**src/rtl/genomatic_pkg.sv**
```systemverilog
// rtl/genomatic_pkg.sv - shared types, pattern table and sizes for the genomatic scan datapath
package genomatic_pkg;

  typedef enum logic [1:0] {A = 2'b00, C = 2'b01, G = 2'b10, T = 2'b11} base_t;

  typedef enum logic [1:0] {IDLE, SCAN, DRAIN, DONE} state_t;

  localparam int PAT_LEN = 4;

  // First base of each pattern sits in [7:6].
  localparam logic [7:0] PATTERNS [0:7] = '{
    8'h00,  // AAAA
    8'h1B,  // ACGT
    8'hFF,  // TTTT
    8'h8D,  // GATC
    8'h5A,  // CCGG
    8'hCC,  // TATA
    8'hAA,  // GGGG
    8'h4B   // CAGT
  };

endpackage

```
**src/rtl/base_window.sv**
```systemverilog
// rtl/base_window.sv - 4-base sliding window with fill tracking and pattern match strobe
module base_window
  import genomatic_pkg::*;
(
  input  logic       clk,
  input  logic       rst,
  input  logic       clr_i,
  input  logic       cap_i,
  input  logic [1:0] base_i,
  input  logic [7:0] pat_i,
  output logic       match_o
);

  localparam int FILL_W = $clog2(PAT_LEN + 1);

  logic [5:0]        win_q;
  logic [FILL_W-1:0] fill_q;
  logic [7:0]        win_d;

  assign win_d = {win_q, base_i};

  // Only the three most recent bases are stored; the incoming base completes the window.
  assign match_o = cap_i && (fill_q >= FILL_W'(PAT_LEN - 1)) && (win_d == pat_i);

  always_ff @(posedge clk or posedge rst) begin
    if (rst) begin
      win_q  <= '0;
      fill_q <= '0;
    end else begin
      if (cap_i) begin
        win_q <= win_d[5:0];
        if (fill_q != FILL_W'(PAT_LEN)) fill_q <= fill_q + 1'b1;
      end
      if (clr_i) fill_q <= '0;
    end
  end

endmodule

```
**src/rtl/genome_scan_ctrl.sv**
```systemverilog
// rtl/genome_scan_ctrl.sv - ROM walk sequencer counting overlapping 4-base pattern hits
module genome_scan_ctrl
  import genomatic_pkg::*;
#(
  parameter int SEQ_LEN = 64,
  parameter int ADDR_W  = 6,
  parameter int CNT_W   = 8
) (
  input  logic              clk,
  input  logic              rst_btn,
  input  logic              start,
  input  logic [2:0]        sw,
  output logic [ADDR_W-1:0] rom_addr,
  output logic              rom_en,
  input  logic [1:0]        rom_data,
  output logic              busy,
  output logic              done,
  output logic [CNT_W-1:0]  match_count,
  output logic [3:0]        led
);

  localparam logic [ADDR_W-1:0] LAST_ADDR = ADDR_W'(SEQ_LEN - 1);
  localparam logic [CNT_W-1:0]  CNT_MAX   = '1;

  state_t            state_q;
  logic [ADDR_W-1:0] addr_q;
  logic              rom_en_q;
  logic              busy_q;
  logic              done_q;
  logic              cap_q;
  logic [7:0]        pat_q;
  logic [CNT_W-1:0]  cnt_q;
  logic [CNT_W-1:0]  cnt_d;
  logic              accept;
  logic              match;

  assign accept = (state_q == IDLE) && start;
  assign cnt_d  = (match && cnt_q != CNT_MAX) ? cnt_q + 1'b1 : cnt_q;

  base_window u_window (
    .clk     (clk),
    .rst     (rst_btn),
    .clr_i   (accept),
    .cap_i   (cap_q),
    .base_i  (rom_data),
    .pat_i   (pat_q),
    .match_o (match)
  );

  // cap_q marks the cycle in which rom_data answers the previous cycle's read.
  always_ff @(posedge clk or posedge rst_btn) begin
    if (rst_btn) begin
      state_q  <= IDLE;
      addr_q   <= '0;
      rom_en_q <= 1'b0;
      busy_q   <= 1'b0;
      done_q   <= 1'b0;
      cap_q    <= 1'b0;
      pat_q    <= PATTERNS[0];
      cnt_q    <= '0;
    end else begin
      cap_q <= rom_en_q;
      cnt_q <= cnt_d;
      case (state_q)
        IDLE: begin
          if (start) begin
            pat_q    <= PATTERNS[sw];
            cnt_q    <= '0;
            addr_q   <= '0;
            rom_en_q <= 1'b1;
            busy_q   <= 1'b1;
            state_q  <= SCAN;
          end
        end
        SCAN: begin
          if (addr_q == LAST_ADDR) begin
            rom_en_q <= 1'b0;
            state_q  <= DRAIN;
          end else begin
            addr_q <= addr_q + 1'b1;
          end
        end
        DRAIN: begin
          busy_q  <= 1'b0;
          done_q  <= 1'b1;
          state_q <= DONE;
        end
        DONE: begin
          done_q  <= 1'b0;
          addr_q  <= '0;
          state_q <= IDLE;
        end
        default: state_q <= IDLE;
      endcase
    end
  end

  assign rom_addr    = addr_q;
  assign rom_en      = rom_en_q;
  assign busy        = busy_q;
  assign done        = done_q;
  assign match_count = cnt_q;
  assign led         = {busy_q, (cnt_q > CNT_W'(7)) ? 3'd7 : cnt_q[2:0]};

endmodule

```
**config.mk**
```make
export PLATFORM = sky130hd
export DESIGN_NAME = genome_scan_ctrl
export DESIGN_NICKNAME = d
export VERILOG_FILES = /design/src/rtl/genomatic_pkg.sv /design/src/rtl/base_window.sv /design/src/rtl/genome_scan_ctrl.sv
export SDC_FILE = /design/constraint.sdc
export NUM_CORES = 1
export LEC_CHECK = 0
export ABC_AREA = 1
export ABC_CLOCK_PERIOD_IN_PS = 3300
export BUFFER_PORTS_ARGS = -buffer_cell sky130_fd_sc_hd__buf_2
export CORE_UTILIZATION = 25
export CTS_BUF_LIST = sky130_fd_sc_hd__clkbuf_8
export DETAILED_ROUTE_END_ITERATION = 7
export PLACE_DENSITY = 0.53
export SYNTH_ARGS = -nofsm -noshare
export SYNTH_HDL_FRONTEND = slang
export SYNTH_SLANG_ARGS = --single-unit
```
**constraint.sdc**
```tcl
create_clock -name clk -period 3.3 [get_ports clk]
set_input_delay 0.165 -clock clk [delete_from_list [all_inputs] [get_ports clk]]
set_output_delay 0.165 -clock clk [all_outputs]
set_load 0.02 [all_outputs]
```
==> results of run 1 <==
[cell type report]
type	count	share of cell area [%]
clock buffers	5	2.63
clock inverters	3	1.77
inverters	56	8.04
multi-input cells	206	41.0
flip-flops and latches	37	35.4
well taps	108	5.17
repair buffers	30	6.03
[worst max-delay path: cells and delay by family (launching register included)]
| family | cells | cell delay, ps |
|---|---|---|
| AND/OR/NAND/NOR | 2 | 620 |
| AO/OA/AOI/OAI | 1 | 100 |
| adder cells (fa/ha/maj) | 1 | 220 |
| buffers and inverters | 3 | 470 |
| flip-flops | 1 | 390 |
[registers in the layout (all words and copies together) (netlist names)]
register         flops
rom_addr             6
state_q              2
u_window.fill_q      3
busy                 1
rom_en               1
u_window.win_q       6
cap_q                1
match_count          8
done                 1
pat_q                8
[stage by stage]
stage	total power (µW)	cells
after floorplan	1330	304
after global placement	1510	436
after detailed placement	1520	436
after CTS	1930	445
after global routing	2090	445
final	1900	445
[power groups by stage]
| stage | combinational (µW) | clock, µW | sequential [µW] |
|---|---|---|---|
| 2_1_floorplan | 605 | 0 | 726 |
| 3_3_place_gp | 804 | 0 | 703 |
| 3_5_place_dp | 809 | 0 | 712 |
| 4_1_cts | 814 | 417 | 703 |
| 5_1_grt | 934 | 435 | 723 |
| 6_report | 801 | 400 | 703 |
[synth_stat cells]
cell type	number
sky130_fd_sc_hd__a21oi_1	7
sky130_fd_sc_hd__a31oi_1	4
sky130_fd_sc_hd__and2_4	1
sky130_fd_sc_hd__buf_2	1
sky130_fd_sc_hd__buf_4	1
sky130_fd_sc_hd__buf_6	1
sky130_fd_sc_hd__clkbuf_1	2
sky130_fd_sc_hd__dfrtp_1	37
sky130_fd_sc_hd__ha_1	16
sky130_fd_sc_hd__inv_1	54
sky130_fd_sc_hd__inv_2	2
sky130_fd_sc_hd__nand2_1	85
sky130_fd_sc_hd__nand2_2	3
sky130_fd_sc_hd__nand3_1	13
sky130_fd_sc_hd__nand3_2	1
sky130_fd_sc_hd__nand4_1	3
sky130_fd_sc_hd__nor2_1	33
sky130_fd_sc_hd__nor2_2	4
sky130_fd_sc_hd__nor2_4	3
sky130_fd_sc_hd__nor3_1	7
sky130_fd_sc_hd__o21a_1	1
sky130_fd_sc_hd__o21ai_0	18
sky130_fd_sc_hd__o21bai_1	1
sky130_fd_sc_hd__o22ai_1	1
sky130_fd_sc_hd__o31ai_1	2
sky130_fd_sc_hd__xnor2_1	1
sky130_fd_sc_hd__xor2_1	2
[final timing paths]
path | to | cells after the start | slack [ps]
setup / recovery | u_window.fill_q[2] | 7 | 1410
hold / removal | u_window.win_q[1] | 3 | 120
setup reg to reg | u_window.fill_q[2] | 7 | 1410
hold reg to reg | cap_q | 0 | 430
max in group asynchronous | pat_q[3] | 4 | 2430
min in group asynchronous | done | 4 | 520
[cell usage in the layout, fill, tap and decap left out]
master,count
sky130_fd_sc_hd__nand2_1,85
sky130_fd_sc_hd__inv_1,54
sky130_fd_sc_hd__dfrtp_1,37
sky130_fd_sc_hd__nor2_1,33
sky130_fd_sc_hd__buf_2,28
sky130_fd_sc_hd__o21ai_0,18
sky130_fd_sc_hd__ha_1,16
sky130_fd_sc_hd__nand3_1,13
sky130_fd_sc_hd__a21oi_1,7
sky130_fd_sc_hd__nor3_1,7
sky130_fd_sc_hd__clkbuf_8,5
sky130_fd_sc_hd__a31oi_1,4
sky130_fd_sc_hd__nor2_2,4
sky130_fd_sc_hd__nand4_1,3
sky130_fd_sc_hd__nand2_2,3
sky130_fd_sc_hd__nor2_4,3
sky130_fd_sc_hd__inv_2,2
sky130_fd_sc_hd__xor2_1,2
sky130_fd_sc_hd__o31ai_1,2
sky130_fd_sc_hd__o21bai_1,1
sky130_fd_sc_hd__o21a_1,1
sky130_fd_sc_hd__and2_4,1
sky130_fd_sc_hd__nand3_2,1
sky130_fd_sc_hd__xnor2_1,1
sky130_fd_sc_hd__o22ai_1,1
sky130_fd_sc_hd__clkinvlp_4,1
sky130_fd_sc_hd__bufinv_16,1
sky130_fd_sc_hd__clkinv_4,1
sky130_fd_sc_hd__dlygate4sd3_1,1
sky130_fd_sc_hd__buf_4,1
[per-layer routing]
metal  up-vias  routed length (µm)
met5         -                   0
met4         0                  27
met3         5                 208
met2        38                2070
met1       870                2250
li1        996                   -
[cells by family after synthesis]
group | after synthesis | share of synthesized area (%)
and+or+nand+nor | 153 | 29.4
buffers and inverters | 61 | 10.8
DFF | 37 | 41.4
AOI/OAI and AO/OA | 34 | 8.33
adders and majority gates | 16 | 8.94
xor gates and xnor gates | 3 | 1.17
==> metrics.txt, run 1 <==
number of buffers added by the clock tree synthesis step 5; GRT Total Usage roughly 10%; ANT nets after route 0; # resized after CTS 0; maximum number of pins on one net before global-route repair 38; final hold vios 0; Lkg Pwr 0.00146 µW; Worst Setup Slack post-DPL about 1400 ps; critical path data arrival time between 2000 and 2500 ps; DRC viols 0; ports placed on the boundary 29; max-capacitance violation count 0; die height 96.6 µm; net count after synthesis ~330; type of the most critical hold path input port to flop; width of the die roughly 97 µm; synthesized netlist cell count 304; clock latency at the later pin of the worst-skew pair just under 300 ps; number of inserted diodes 0; count of port buffers added during placement 28; hold buffer count at cts 1; critical path launch point state_q[0]; Critical Path Fanout Max 16; endpoints failing setup 0; Nets between 300 and 400; fraction of power consumed by the clock network about a fifth; number of standard-cell rows in the floorplan 34; Least-Margin Pin Slew just under 500 ps; mean number of vias per cell 4.29; half-perimeter wire length after detailed placement between 3000 and 4000 µm; GRT Max-Usage Layer met2; status complete, no violations; library cell appearing most often on the critical path sky130_fd_sc_hd__inv_1; area taken by multi-input logic gates 1070 µm²; routed via count around 1,900; sequential element share of the synthesized area roughly two fifths; Critical Path Start Type flop; Critical Path Sink Type flop; number of global-route vias before repair between 1,500 and 2,000; TritonCTS clock tree yes; Area Overhead vs Synth 16.8%; maximum level of the CTS H-tree 2; fraction of synthesized cell area taken by the top area cell type 41.4%; Final Max Slew Viols 0; Final period util between 50% and 60%; met2 Use GR approximately 17%; post-route standard cell area excluding fillers about 2600 µm²; #FFs+latches synth 37; power density of the placed cells about 730 nW/µm²; Yosys top cell by area sky130_fd_sc_hd__dfrtp_1; post-CTS setup-driven buffer insertion count 0; cell at the root of the clock tree sky130_fd_sc_hd__clkbuf_8; RSZ-0062 raised after global routing no; Core ar. about 8700 µm²; Worst Setup Slack, final 1410 ps; maximum clock skew at final layout between 10 and 15 ps; peak clock frequency supported by timing ~530 MHz; clock net sink count 37; distinct cell type count of the synthesized netlist 27; global-route wire length before repair 8070 µm; Flop pwr share a little under two fifths; wire length per cell after detailed routing 10.2 µm; core occupancy in the finished layout 30.1%; met3 track demand over resource in global routing approximately 3.5%; final weighted congestion of routability-driven global placement approximately 0.79; fraction of power consumed by combinational cells between 40% and 50%; Crit Reg-Reg Startpoint state_q[0]; antenna violations before repair 0; Total Wirelength 4560 µm; Setup TNS Final 0 ps; cell-by-cell listing of the critical path inv_1, ha_1, nand2_1, inv_1, nor2_1, inv_1, o22ai_1; power dissipated by switching net loads roughly 810 µW; layout cell share with drive strength beyond 1 15.1%; number of warnings printed during yosys synthesis 0; deepest clock path buffer count 2; worst IR drop on VDD around 0.38 mV; data required time at the worst endpoint between 3000 and 4000 ps; Filler Cells Inserted approximately 980; startpoint-to-endpoint class of the critical path flop to flop; Post-Place Cell Area roughly 2500 µm²; Max stage delay cell, worst path sky130_fd_sc_hd__dfrtp_1; overall overflow remaining after global route 0; total area of sequential cells 926 µm²; Net Sw Frac 42.3%; die outline area 9340 µm²; largest cells by area after synthesis sky130_fd_sc_hd__dfrtp_1 (41%), sky130_fd_sc_hd__nand2_1 (14%), sky130_fd_sc_hd__inv_1 (9.1%); clock transition at the registers of the reported paths 90 ps; starting density of the core approximately a quarter; delay of the slowest cell on the worst path approximately 400 ps; iteration-0 DRC count of the detailed router a little over 50; met1 track utilization from global routing between 10% and 20%; Slew Limit Headroom between 60 and 70%; final critical delay including setup and external delays 1890 ps; post-synthesis instance area between 2000 and 2500 µm²; Int Power approximately 1100 µW; Mean Syn Cell Area approximately 7.4 µm²; startpoint of the most critical hold path rom_data[1]; worst-case hold slack between 100 and 150 ps; Pre-antenna DRT Iters 5
No activity file was read; power rests on OpenSTA's default activity.
==> run 2: changes to the inputs <==
--- a/config.mk
+++ b/config.mk
@@ -6,7 +6,7 @@
 export NUM_CORES = 1
 export LEC_CHECK = 0
 export ABC_AREA = 1
-export ABC_CLOCK_PERIOD_IN_PS = 3300
+export ABC_CLOCK_PERIOD_IN_PS = 1900
 export BUFFER_PORTS_ARGS = -buffer_cell sky130_fd_sc_hd__buf_2
 export CORE_UTILIZATION = 25
 export CTS_BUF_LIST = sky130_fd_sc_hd__clkbuf_8
==> constraint.sdc (replaced) <==
create_clock -name clk -period 1.9 [get_ports clk]
set_input_delay 0.095 -clock clk [delete_from_list [all_inputs] [get_ports clk]]
set_output_delay 0.095 -clock clk [all_outputs]
set_load 0.02 [all_outputs]
==> metrics.txt, run 2 (synthesized netlist as in run 1, its figures left out) <==
power dissipated by switching net loads 1380 µW (+72%); clock net sink count 37 (unchanged); final critical delay including setup and external delays 1590 ps (-303 ps); routed via count 1,909 (unchanged); worst hold stages 3 (unchanged); maximum level of the CTS H-tree 2 (unchanged); final hold vios 0 (unchanged); TritonCTS clock tree yes; Register-to-Register Setup Slack 310 ps (-1100 ps); Nets 362 (+0.56%); half-perimeter wire length after detailed placement 3450 µm (about the same); die height 96.6 µm (unchanged); layout cell share with drive strength beyond 1 15.3% (+0.21 points); Final Max Slew Viols 0 (unchanged); data required time at the worst endpoint 2090 ps (-1420 ps); Flop pwr share 38.2% (+1.3 points); Overall Power 3160 µW (+66%); Total Wirelength 4590 µm (+0.59%); startpoint of the most critical hold path rom_data[1]; worst IR drop on VDD 0.563 mV (+49%); antenna violations before repair 0 (unchanged); terminus of the critical flop-to-flop path rom_addr[3]; Filler Cells Inserted 975 (-0.31%); DRC viols 0 (unchanged); number of standard-cell rows in the floorplan 34 (unchanged); number of inserted diodes 0 (unchanged); fraction of power consumed by the clock network 17.3% (-3.7 points); Critical Path Fanout Max 9 (-7); iteration-0 DRC count of the detailed router 92 (+80%); Core ar. 8680 µm² (unchanged); Net Sw Frac 43.8% (+1.5 points); Critical Path Sink Type flop; Crit Reg-Reg Startpoint state_q[0]; starting density of the core 25.8% (unchanged); width of the die 96.6 µm (unchanged); final weighted congestion of routability-driven global placement 0.804 (+1.7%); Least-Margin Pin Slew 491 ps (+7.60 ps); Slew Limit Headroom 67.3% (-0.51 points); global-route wire length before repair 8280 µm (+2.6%); maximum number of pins on one net before global-route repair 38 (unchanged); fraction of power consumed by combinational cells 44.5% (+2.4 points); core occupancy in the finished layout 30.0% (-0.14 points); ANT nets after route 0 (unchanged); count of port buffers added during placement 28 (unchanged); overall overflow remaining after global route 0 (unchanged); wire length per cell after detailed routing 10.3 µm (+0.14%); status complete, no violations; max-capacitance violation count 0 (unchanged); GRT Total Usage 10.7% (+0.31 points); length in cells of the worst reg-to-reg path 9 (+2); ports placed on the boundary 29 (unchanged); Worst Setup Slack, final 314 ps (-1100 ps); type of the most critical hold path input port to flop; endpoints failing setup 0 (unchanged); # resized after CTS 0 (unchanged); mean number of vias per cell 4.27 (-0.45%); clock latency at the later pin of the worst-skew pair 290 ps (about the same); worst-case hold slack 47.6 ps (-76.3 ps); Final period util 83.5% (+26 points); die outline area 9340 µm² (unchanged); Critical Path Start Type flop; Pre-antenna DRT Iters 5 (unchanged); Area Overhead vs Synth 16.3%; number of global-route vias before repair 1,880 (+4.6%); Lkg Pwr 0.00145 µW (-0.30%); RSZ-0062 raised after global routing no; Int Power 1780 µW (+62%); most frequent cells in the layout sky130_fd_sc_hd__nand2_1 (85), sky130_fd_sc_hd__inv_1 (55), sky130_fd_sc_hd__dfrtp_1 (37); peak clock frequency supported by timing 631 MHz (+19%); deepest clock path buffer count 2 (unchanged); Setup TNS Final 0 ps (unchanged); Worst Setup Slack post-DPL 310 ps (-1120 ps); critical path data arrival time 1770 ps (-330 ps); number of buffers added by the clock tree synthesis step 5 (unchanged); maximum clock skew at final layout 9.58 ps (-2.61 ps); most frequent standard cell in the layout excluding fill and tap cells sky130_fd_sc_hd__nand2_1; power density of the placed cells 1210 nW/µm² (+67%); Endpoint, Worst Hold u_window.win_q[1]; startpoint-to-endpoint class of the critical path flop to flop; clock transition at the registers of the reported paths 80 ps (about the same); cell at the root of the clock tree sky130_fd_sc_hd__clkbuf_8
[run 2: worst max-delay path by stage]
stage	startpoint	endpoint	slack [ps]
2_1_floorplan	match_count[0]	match_count[5]	350
3_3_place_gp	match_count[0]	match_count[7]	360
3_5_place_dp	match_count[0]	match_count[4]	310
4_1_cts	state_q[0]	rom_addr[3]	290
5_1_grt	match_count[0]	match_count[4]	140
6_report	state_q[0]	rom_addr[3]	310
[run 2: cell type report]
type | count | area [µm²] | area share [%]
clock inverter | 3 | 18.8 | 0.721
timing repair buffer | 32 | 173 | 6.63
sequential | 37 | 926 | 35.6
tap | 108 | 135 | 5.19
multi-input combinational | 206 | 1070 | 41.2
inverter | 56 | 210 | 8.08
clock buffer | 5 | 68.8 | 2.64
[run 2: power groups by stage]
stage | registers [µW] | clock network [µW] | logic (µW)
final | 1210 | 546 | 1410
after CTS | 1210 | 572 | 1430
after global routing | 1250 | 610 | 1650
after global placement | 1220 | 0 | 1410
after detailed placement | 1220 | 0 | 1420
after floorplan | 1260 | 0 | 1050
[run 2: routing by layer]
metal	wire [µm]	up-vias	GRT usage (%)	share of wire (%)
met2	2060	53	17.1	45
met3	257	4	2.75	5.6
met5	0	-	0	0
met4	39	0	3.10	0.85
met1	2240	856	14.2	49
li1	-	996	-	-
[run 2: repair_timing]
item / CTS / global route
endpoints found under the hold margin: 37 / 0
hold buffers: 1 / 0
buffers inserted: 0 / 0
[run 2: per-stage QoR]
stage / std cells / instance area, µm²
floorplan: 304 / 2240
global placement: 438 / 2500
detailed placement: 438 / 2500
CTS: 447 / 2600
global route: 447 / 2600
finish: 447 / 2600
[run 2: critical path, stage by stage (launching register included)]
cell,delay [ps]
sky130_fd_sc_hd__dfrtp_1,380
sky130_fd_sc_hd__inv_1,90
sky130_fd_sc_hd__ha_1,230
sky130_fd_sc_hd__inv_1,60
sky130_fd_sc_hd__nor2_1,40
sky130_fd_sc_hd__nor2_1,160
sky130_fd_sc_hd__nand2_2,160
sky130_fd_sc_hd__nor2_1,150
sky130_fd_sc_hd__xor2_1,160
sky130_fd_sc_hd__nor2_1,50
==> run 3: changes to the inputs <==
--- a/config.mk
+++ b/config.mk
@@ -6,7 +6,7 @@
 export NUM_CORES = 1
 export LEC_CHECK = 0
 export ABC_AREA = 1
-export ABC_CLOCK_PERIOD_IN_PS = 1900
+export ABC_CLOCK_PERIOD_IN_PS = 1500
 export BUFFER_PORTS_ARGS = -buffer_cell sky130_fd_sc_hd__buf_2
 export CORE_UTILIZATION = 25
 export CTS_BUF_LIST = sky130_fd_sc_hd__clkbuf_8
==> constraint.sdc (replaced) <==
create_clock -name clk -period 1.5 [get_ports clk]
set_input_delay 0.075 -clock clk [delete_from_list [all_inputs] [get_ports clk]]
set_output_delay 0.075 -clock clk [all_outputs]
set_load 0.02 [all_outputs]
==> metrics.txt, run 3 (synthesized netlist as in run 1, its figures left out) <==
status finished, violations left; failing checks negative setup slack; type of the most critical hold path input port to flop; worst IR drop on VDD 0.779 mV (+38%); ports placed on the boundary 29 (unchanged); data required time at the worst endpoint 1690 ps (-400 ps); post-placement cell count 459 (+4.8%); routed via count 1,997 (+4.6%); number of inserted diodes 0 (unchanged); length in cells of the worst reg-to-reg path 11 (+2); final critical delay including setup and external delays 1580 ps (-9.23 ps); wire length per cell after detailed routing 10.3 µm (+0.82%); global-route wire length before repair 8340 µm (+0.66%); Worst Setup Slack, final -76.5 ps (-391 ps); final weighted congestion of routability-driven global placement 0.784 (-2.5%); most frequent cells in the layout sky130_fd_sc_hd__nand2_1 (83), sky130_fd_sc_hd__inv_1 (46), sky130_fd_sc_hd__dfrtp_1 (35); clock latency at the later pin of the worst-skew pair 290 ps (about the same); Post-Layout Cell Count 474 (+6.0%); number of global-route vias before repair 1,896 (+0.85%); ANT nets after route 0 (unchanged); width of the die 96.6 µm (unchanged); GRT Total Usage 10.8% (+0.12 points); library cell appearing most often on the critical path sky130_fd_sc_hd__nor2_1; power density of the placed cells 1650 nW/µm² (+36%); Slew Limit Headroom 67.0% (-0.25 points); peak clock frequency supported by timing 634 MHz (+0.59%); most frequent standard cell in the layout excluding fill and tap cells sky130_fd_sc_hd__nand2_1; final hold vios 0 (unchanged); Nets 389 (+7.5%); maximum level of the CTS H-tree 2 (unchanged); maximum number of pins on one net before global-route repair 38 (unchanged); die height 96.6 µm (unchanged); half-perimeter wire length after detailed placement 3640 µm (+5.4%); worst hold stages 3 (unchanged); RSZ-0062 raised after global routing yes; Filler Cells Inserted 965 (-1.0%); startpoint-to-endpoint class of the critical path flop to flop; clock transition at the registers of the reported paths 80 ps (about the same); Pre-antenna DRT Iters 4 (-1); delay of the slowest cell on the worst path 410 ps (+30 ps); count of port buffers added during placement 28 (unchanged); layout cell share with drive strength beyond 1 30.1% (+15 points); Least-Margin Pin Slew 495 ps (+3.77 ps); DRC viols 0 (unchanged); Critical Path Fanout Max 8 (-1); max-capacitance violation count 0 (unchanged); critical path data arrival time 1770 ps (about the same); Critical Path Start Type flop; Lkg Pwr 0.00161 µW (+11%); endpoints failing setup 8 (+8); starting density of the core 25.8% (unchanged); mean number of vias per cell 4.21 (-1.3%); iteration-0 DRC count of the detailed router 55 (-40%); deepest clock path buffer count 2 (unchanged); Area Overhead vs Synth 33.3%; TritonCTS clock tree yes; cell-by-cell listing of the critical path ha_4, ha_4, nor2_1, nand2_1, inv_2, nor2_1, nand3_2, nor2_4, nand3_1, nand2_1, nor2_1; cell at the root of the clock tree sky130_fd_sc_hd__clkbuf_8; die outline area 9340 µm² (unchanged); Final period util 105% (+22 points); antenna violations before repair 0 (unchanged); Critical Path Sink Type flop; maximum clock skew at final layout 6.22 ps (-3.36 ps); number of buffers added by the clock tree synthesis step 5 (unchanged); Max stage delay cell, worst path sky130_fd_sc_hd__dfrtp_1; clock net sink count 37 (unchanged); overall overflow remaining after global route 0 (unchanged); Core ar. 8680 µm² (unchanged); Total Wirelength 4910 µm (+6.9%); Final Max Slew Viols 0 (unchanged); worst-case hold slack 21.9 ps (-25.7 ps); number of standard-cell rows in the floorplan 34 (unchanged)
## run 3: cell count changes in the layout (fill, tap and decap cells not counted), moves of 3 or more
| cell | change |
|---|---|
| sky130_fd_sc_hd__o21ai_0 | -4 |
| sky130_fd_sc_hd__inv_2 | +8 |
| sky130_fd_sc_hd__nand3_2 | +6 |
| sky130_fd_sc_hd__ha_1 | -5 |
| sky130_fd_sc_hd__buf_4 | +26 |
| sky130_fd_sc_hd__o21ai_1 | +4 |
| sky130_fd_sc_hd__ha_4 | +3 |
| sky130_fd_sc_hd__nor2_1 | -4 |
| sky130_fd_sc_hd__inv_1 | -9 |
| sky130_fd_sc_hd__nand3_1 | -6 |
## run 3: cell type report
type / instances / area, µm² / share of cell area, %
Multi-Input combinational cell: 206 / 1190 / 39.8
Sequential cell: 37 / 928 / 31.1
Timing Repair Buffer: 59 / 400 / 13.4
Inverter: 56 / 210 / 7.05
Tap cell: 108 / 135 / 4.53
Clock buffer: 6 / 82.6 / 2.77
Clock inverter: 2 / 37.5 / 1.26
## run 3: stage by stage
step	setup TNS [ps]	util (%)	instance area, µm²	total power (µW)	setup WS (ps)
after floorplan	0	-	2240	2930	2.18
after global placement	0	30.9	2680	3660	3.41
after detailed placement	-17.8	30.9	2680	3700	-17.8
after CTS	-3.90	32.5	2820	4660	-3.33
after global routing	-1410	34.4	2980	5340	-213
final	-448	34.4	2980	4910	-76.5
## run 3: worst paths after layout
kind                                     from           endpoint  slack [ps]
max in group asynchronous             rst_btn     match_count[0]         690
max reg2reg                u_window.fill_q[1]     match_count[4]         -80
min in group asynchronous             rst_btn               busy         440
min reg2reg                            rom_en              cap_q         440
min                               rom_data[1]  u_window.win_q[1]          20
max                        u_window.fill_q[1]     match_count[4]         -80
## run 3: worst max-delay path: cells and delay by family (launching register included)
kind / cells / cell delay [ps]
buf+inv: 1 / 50
fa+ha+maj: 2 / 280
simple gates: 8 / 730
flops: 1 / 410
## run 3: where the power goes
group	internal, µW	switching (µW)	total, µW
clock	541	389	931
combinational	1090	1390	2480
sequential	1300	201	1500
total	2930	1980	4910
## run 3: per-layer routing
layer	GRT usage [%]	routed length (µm)	vias to the layer above	part of all wire, %
met2	17.6	2210	32	45
met4	3.44	60	0	1.2
li1	-	-	1054	-
met5	0	0	-	0
met1	14.1	2450	904	50
met3	2.46	187	7	3.8
## run 3: repair_timing
action / in CTS / in global routing
hold endpoints to repair: 37 / 0
endpoints found under the setup margin: 8 / 30
gates resized for setup: 2 / 40
buffers inserted: 0 / 6
pin swaps: 0 / 17
hold buffers: 1 / 0
